[config.mk]
export PLATFORM = sky130hd
export DESIGN_NAME = vga_scan_gen
export DESIGN_NICKNAME = d
export VERILOG_FILES = /design/src/rtl/vga_scan_gen.sv
export SDC_FILE = /design/constraint.sdc
export NUM_CORES = 1
export LEC_CHECK = 0
export ABC_AREA = 1
export CORE_UTILIZATION = 41
export DETAILED_ROUTE_END_ITERATION = 6
export PLACE_DENSITY = 0.69
export SYNTH_ARGS = -nofsm -noshare
export SYNTH_HDL_FRONTEND = slang
export SYNTH_SLANG_ARGS = --single-unit
[constraint.sdc]
create_clock -name clk -period 1.75 [get_ports clk]
set_clock_uncertainty 0.15 [all_clocks]
set_input_delay 0.525 -clock clk [delete_from_list [all_inputs] [get_ports clk]]
set_output_delay 0.525 -clock clk [all_outputs]
set_load 0.02 [all_outputs]
[src/rtl/vga_scan_gen.sv]
// vga_scan_gen: 640x480 raster timing, sync generation and palette decode.
// RGB, hsync and vsync leave the block aligned, one pixel behind pixel_x/y.
module vga_scan_gen #(
  parameter int unsigned CLK_DIV  = 2,
  parameter int unsigned H_ACTIVE = 640,
  parameter int unsigned H_FP     = 16,
  parameter int unsigned H_SYNC   = 96,
  parameter int unsigned H_BP     = 48,
  parameter int unsigned V_ACTIVE = 480,
  parameter int unsigned V_FP     = 10,
  parameter int unsigned V_SYNC   = 2,
  parameter int unsigned V_BP     = 33
) (
  input  logic        clk,
  input  logic        rst,
  input  logic [2:0]  color_code,
  output logic [15:0] pixel_x,
  output logic [15:0] pixel_y,
  output logic        video_on,
  output logic        pix_tick,
  output logic        frame_start,
  output logic        hsync,
  output logic        vsync,
  output logic [23:0] rgb
);

  localparam logic [3:0]  DIV_LAST = 4'(CLK_DIV - 1);
  localparam logic [15:0] H_LAST   = 16'(H_ACTIVE + H_FP + H_SYNC + H_BP - 1);
  localparam logic [15:0] V_LAST   = 16'(V_ACTIVE + V_FP + V_SYNC + V_BP - 1);
  localparam logic [15:0] H_VIS    = 16'(H_ACTIVE);
  localparam logic [15:0] V_VIS    = 16'(V_ACTIVE);
  localparam logic [15:0] HS_BEG   = 16'(H_ACTIVE + H_FP);
  localparam logic [15:0] HS_END   = 16'(H_ACTIVE + H_FP + H_SYNC);
  localparam logic [15:0] VS_BEG   = 16'(V_ACTIVE + V_FP);
  localparam logic [15:0] VS_END   = 16'(V_ACTIVE + V_FP + V_SYNC);

  logic [3:0]  div_q, div_d;
  logic [15:0] x_q, x_d;
  logic [15:0] y_q, y_d;
  logic [23:0] rgb_q, rgb_d;
  logic        hs_q, hs_d;
  logic        vs_q, vs_d;
  logic        tick;
  logic        vis;
  logic [23:0] pal;

  assign tick = (div_q == DIV_LAST);
  assign vis  = (x_q < H_VIS) && (y_q < V_VIS);

  always_comb begin
    div_d = div_q;
    x_d   = x_q;
    y_d   = y_q;
    if (!tick) begin
      div_d = div_q + 4'd1;
    end else begin
      div_d = '0;
      if (x_q == H_LAST) begin
        x_d = '0;
        y_d = (y_q == V_LAST) ? '0 : y_q + 16'd1;
      end else begin
        x_d = x_q + 16'd1;
      end
    end
  end

  always_comb begin
    pal = 24'h000000;
    unique case (color_code)
      3'd0: pal = 24'h000000;
      3'd1: pal = 24'h00FF00;
      3'd2: pal = 24'h0000FF;
      3'd3: pal = 24'hFF0000;
      3'd4: pal = 24'h66FFFF;
      3'd5: pal = 24'hD3D3D3;
      3'd6: pal = 24'hFFFFFF;
      3'd7: pal = 24'hCCFF99;
      default: pal = 24'h000000;
    endcase
  end

  // Output stage samples the pre-increment counters, giving the one-pixel lag.
  always_comb begin
    rgb_d = rgb_q;
    hs_d  = hs_q;
    vs_d  = vs_q;
    if (tick) begin
      rgb_d = vis ? pal : 24'h000000;
      hs_d  = ~((x_q >= HS_BEG) && (x_q < HS_END));
      vs_d  = ~((y_q >= VS_BEG) && (y_q < VS_END));
    end
  end

  always_ff @(posedge clk) begin
    if (rst) begin
      div_q <= '0;
      x_q   <= '0;
      y_q   <= '0;
      rgb_q <= '0;
      hs_q  <= 1'b1;
      vs_q  <= 1'b1;
    end else begin
      div_q <= div_d;
      x_q   <= x_d;
      y_q   <= y_d;
      rgb_q <= rgb_d;
      hs_q  <= hs_d;
      vs_q  <= vs_d;
    end
  end

  assign pixel_x     = x_q;
  assign pixel_y     = y_q;
  assign video_on    = vis;
  assign pix_tick    = tick;
  assign frame_start = tick && !rst && (x_q == '0) && (y_q == '0);
  assign hsync       = hs_q;
  assign vsync       = vs_q;
  assign rgb         = rgb_q;

endmodule

=== Word level (Yosys, flattened, before mapping) ===
Memory sizes are Yosys's and may differ from the RTL's.
Index checks and enable logic that the tools add are counted.

* Order comparisons: 6
* Mux-type cells: 3
* Reductions and logical operators: 11
* $add $sub $neg: 3
* Eq/ne operators: 3
* Bitwise operators: 2

{| class="wikitable"
|+ Operators by type and width
! kind !! number
|-
| 16-bit by 1-bit adder with 16-bit output, second input constant || 2
|-
| 16-bit by 10-bit equality test with 1-bit output, second input constant || 2
|-
| 16-bit zero test || 2
|-
| 16-bit by 10-bit < comparator with 1-bit output, second input constant || 2
|-
| 16-bit by 9-bit < comparator with 1-bit output, second input constant || 2
|-
| 16-bit two-way mux || 2
|-
| 24-bit two-way mux || 1
|-
| 16-bit by 10-bit greater-or-equal comparator with 1-bit output, second input constant || 1
|-
| 16-bit by 9-bit greater-or-equal comparator with 1-bit output, second input constant || 1
|-
| 1-bit logical AND || 6
|-
| 4-bit by 1-bit adder with 4-bit output, second input constant || 1
|-
| 4-bit by 1-bit equality test with 1-bit output, second input constant || 1
|-
| 1-bit inverter || 2
|-
| 2-bit AND reduction || 1
|-
| 2-bit OR reduction || 1
|-
| 1-bit zero test || 1
|}

* Word-level logic and storage cells: 35
* Register bits after elaboration: 62
* Memories kept: 1
* Bits of input ports: 5
* Output and inout port bits: 61
* ROM bits: 192

{| class="wikitable"
|+ Memories
! memory !! depth !! bits a word !! rd ports !! clocked after Yosys merged registers in !! write ports !! RTL line !! source
|-
| (no name shown) || 8 || 24 || 1 || 0 || 0 || 69 || <nowiki>unique case (color_code)</nowiki>
|}

=== Logic depth before layout (Yosys ltp) ===
* Word-level depth: 4
* Gate-level depth with buffers: 11
* Gate-level depth less buffers: 11

=== Worst setup path after synthesis ===
Ideal clock, no wire load.

* Path type: input -> output
* Start: in rst
* End: out frame_start
* Stages on the path: 6
* Buffers on the path: 1
* Slack: -307 ps
* Data required time: 1075 ps
* Data arrival time: 1382 ps
* Path through: buf_2 inv_1 nand2_1 inv_1 nand2_1 nor2_1

* Word-level cells in the longest chain between the ends: 4

{| class="wikitable"
|+ Ends and longest elaborated chain
! element !! RTL line !! source
|-
| start, declared || 15 || <nowiki>input logic rst,</nowiki>
|-
| 1-bit zero test || 116 || <nowiki>assign frame_start = tick && !rst && (x_q == '0) && (y_q == '0);</nowiki>
|-
| 1-bit logical AND (3 in a row) || 116 ||
|-
| end, declared || 21 || <nowiki>output logic frame_start,</nowiki>
|}

No other way between the ends.

=== Worst setup path in the final report ===
* Start: reg x_q[11] (netlist: pixel_x[11])
* End: out frame_start

* Word-level cells in the longest chain between the ends: 3

{| class="wikitable"
|+ Ends and longest elaborated chain
! element !! RTL line !! source
|-
| start, declared || 38 || <nowiki>logic [15:0] x_q, x_d;</nowiki>
|-
| start signal, assigned || 97 || <nowiki>x_q <= '0;</nowiki>
|-
| start signal, assigned || 104 || <nowiki>x_q <= x_d;</nowiki>
|-
| 16-bit zero test || 116 ||
|-
| 1-bit logical AND (2 in a row) || 116 ||
|}

No other way between the ends.

==> results.txt <==
* Non-filler cells in the finished layout: 704
- Entering global routing, the biggest net connects 18 pins.
- Violations in the final reports: negative setup slack
- Highest net fanout along the worst path: 4
* Met1 capacity usage during global routing: 28.4%
- Routability-driven placement finished with a final weighted congestion of 0.863.
- Root cell of the clock tree: clkbuf_8
- Leak: 2.22 nW
- The die covers 0.00795 mm2.
* Crit path setup slack, layout: -0.477 ns
- Netlist Area Pre-Place: 0.00311 mm2
- Die boundary width: 89.1 um
* Met3 demand-to-capacity share in global routing: 3.32%
* Site row count: 31
- Summed over all failing endpoints, the final setup total negative slack is -1.06 ns.
* Fraction of layout instances using a drive strength above 1: 43.3%
* Actual transition at the worst max-transition pin: 0.350 ns
- The clock passes through at most 2 buffers.
* Kind of start point of the critical path: register
- Total number of vias: 3,442
* Port Buf Inserts: 65
* Post-DP HPWL: 6600 um
- Average routed wire per standard cell: 13.0 um
- Net count after synthesis: 473
- Clock tree from TritonCTS: done
- Pin placement for this block handled 66 I/O pins.
* Total power draw: 2.82 mW
- Global routing usage summed across all routing layers: 22.6%
* Top cells by area, synth: dfxtp_1, nand2_1, nor2_1, inv_1, ha_1
- Summed over all layers, the global routing overflow is 0.
- Final hold violation count: 0
- Count of antenna-violating nets left after detailed routing: 0
* Vias in the first global route: 3,145
* Final period util: 127%
- Crit end category: output port
- VDD sags by at most 0.408 mV.
- Worst Path Arrival: 1.55 ns
* M2 GR Usage: 39.6%
* Proportion of synthesized chip area in sequential cells: 32.8%
* Number of H-tree levels: 2
- After the last flow step, the layout net total stands at 620.
* Global-route wire length before repair: 13,900 um
* Max-slew violation count: 0
* Initial antenna violation count: 0
- Dividing the detail-routed via count by the number of cells gives 4.89.
- In this run the power density over the cells is 593 mW/mm2.
* Category of the most critical setup path: reg -> out
* Initial Util: 42.7%
- Number of optimization iterations in the first detailed-route pass: 4
- For this run, the number of Yosys warnings is 0.
- The library cell used most frequently in the layout, excluding fill and tap cells, is nand2_1.
* Avg Synthesized Cell Area: 6.81 um2
- In this run the worst hold path is classified as reg -> reg.
- Setup violations remaining at the end of the flow were counted as 3.
* Total wire length: 9180 um
- Chip height: 89.1 um
* Run status: finished, violations left
- The clock reaches the later pin of the worst-skew pair after 0.32 ns.
- Antenna cell count: 0
- Subtracting the final worst setup slack from the clock period gives 2.23 ns.
- Setup repair after global routing could not meet its margin everywhere.
- In the layout the commonest cells are nand2_1, buf_4, nor2_1, inv_1, dfxtp_2.
- The tool flagged a number of max-cap violations equal to 0.
* Routing layer with the top usage in global route: met2
- Top-area cell type share of the netlist area: 32.8%
- The clock drives 51 sinks.
- Dominant cell type by area after synthesis: dfxtp_1
* CTS clock-pin slew for the worst setup and hold paths: 0.10 ns
- At the worst endpoint, the required time is 1.07 ns.
- Layout Area Growth over Synthesis: 52.5%
* Synthesized instance count: 457
* Fmax achieved: 0.449 GHz
- Headroom to the max-slew limit came out at 76.5%.
- In this run, placement finished with an instance count of 687.
- The total area inside the core boundary comes to 0.00729 mm2.
- In the routed design, unresolved DRC markers number 0.
- After synthesis the netlist holds a flip-flop and latch count of 51.
- Clock tree synthesis inserted a total of 5 buffers.
- First-iteration detailed-routing DRC count: 128
- Post-synthesis cell type count: 35
* Hold Worst Slack: 0.306 ns
==> cells by family after synthesis <==
logic type	after synthesis	share of synthesized area, %
XOR/XNOR	7	1.97
flip-flops	51	32.8
AO/OA/AOI/OAI	40	7.96
adder cells (fa/ha/maj)	11	4.42
buffers and inverters	71	10.7
AND/OR/NAND/NOR	277	42.1
==> synthesized netlist by cell type (all sizes together) <==
master	count
nand3b	1
ha	11
nor3	14
clkinv	2
nor4	2
o21bai	1
nand4	13
buf	20
o22ai	1
dfxtp	51
xnor2	1
nand3	34
inv	48
o21ai	16
clkbuf	1
a221oi	1
nor2	78
or2	4
nand2	131
o21a	1
a21oi	20
xor2	6
==> where the power goes <==
part           leakage (nW)  switching, mW  internal, mW
clock                0.0685          0.434         0.523
sequential            0.429         0.0341          1.21
combinational          1.72          0.347         0.269
==> routing by layer <==
layer / share of wire [%] / routed length, um
met1: 43 / 3910
met2: 51 / 4640
met3: 4.7 / 429
met4: 2.2 / 198
met5: 0 / 0
==> sequential cells by signal, summed over array words and instances, names as in the netlist <==
register	flops
div_q	4
rgb	13
pixel_y	16
vsync	1
hsync	1
pixel_x	16
==> path summary, 6_finish.rpt <==
kind	startpoint	endpoint	slack (ns)	depth (start not counted)
hold / removal	rgb[18]$_SDFFE_PP0N_	rgb[18]$_SDFFE_PP0N_	0.31	2
hold reg to reg	rgb[18]$_SDFFE_PP0N_	rgb[18]$_SDFFE_PP0N_	0.31	2
setup / recovery	pixel_x[11]$_SDFFE_PP0N_	frame_start	-0.48	6
setup reg to reg	pixel_x[8]$_SDFFE_PP0N_	pixel_y[1]$_SDFFE_PP0P_	0.06	10
==> worst max-delay path: stages, from the launching register on <==
cell and delay (ns):
dfxtp_4 0.36, nor2_4 0.14, nand2_2 0.07, nor3_2 0.19, nand4_1 0.19, nor2_4 0.15, buf_6 0.12
==> layout make-up <==
type,count,area [um2]
fill,638,2540
multi-input combinational,335,1940
timing repair buffer,161,1270
sequential,51,1070
inverter,50,210
tap,99,124
clock buffer,6,93.8
clock inverter,2,41.3
==> timing repair <==
| item | 4_1_cts | 5_1_grt |
|---|---|---|
| resized for setup | 175 | 62 |
| hold buffers | 0 | 0 |
| gates cloned | 0 | 0 |
| pin swaps | 9 | 15 |
| buffers inserted | 2 | 9 |
| endpoints found under the setup margin | 86 | 58 |
==> per-stage QoR <==
stage                     utilization, %  cell area, um2  setup slack (ns)
after global routing                65.1            4750            -0.549
after global placement              61.5            4490            -0.895
after floorplan                        -            3190           -0.0124
final                               65.1            4750            -0.477
after CTS                           64.3            4690            -0.487
after detailed placement            61.5            4490            -0.903
Note: power is estimated with default switching activity, not from simulation.
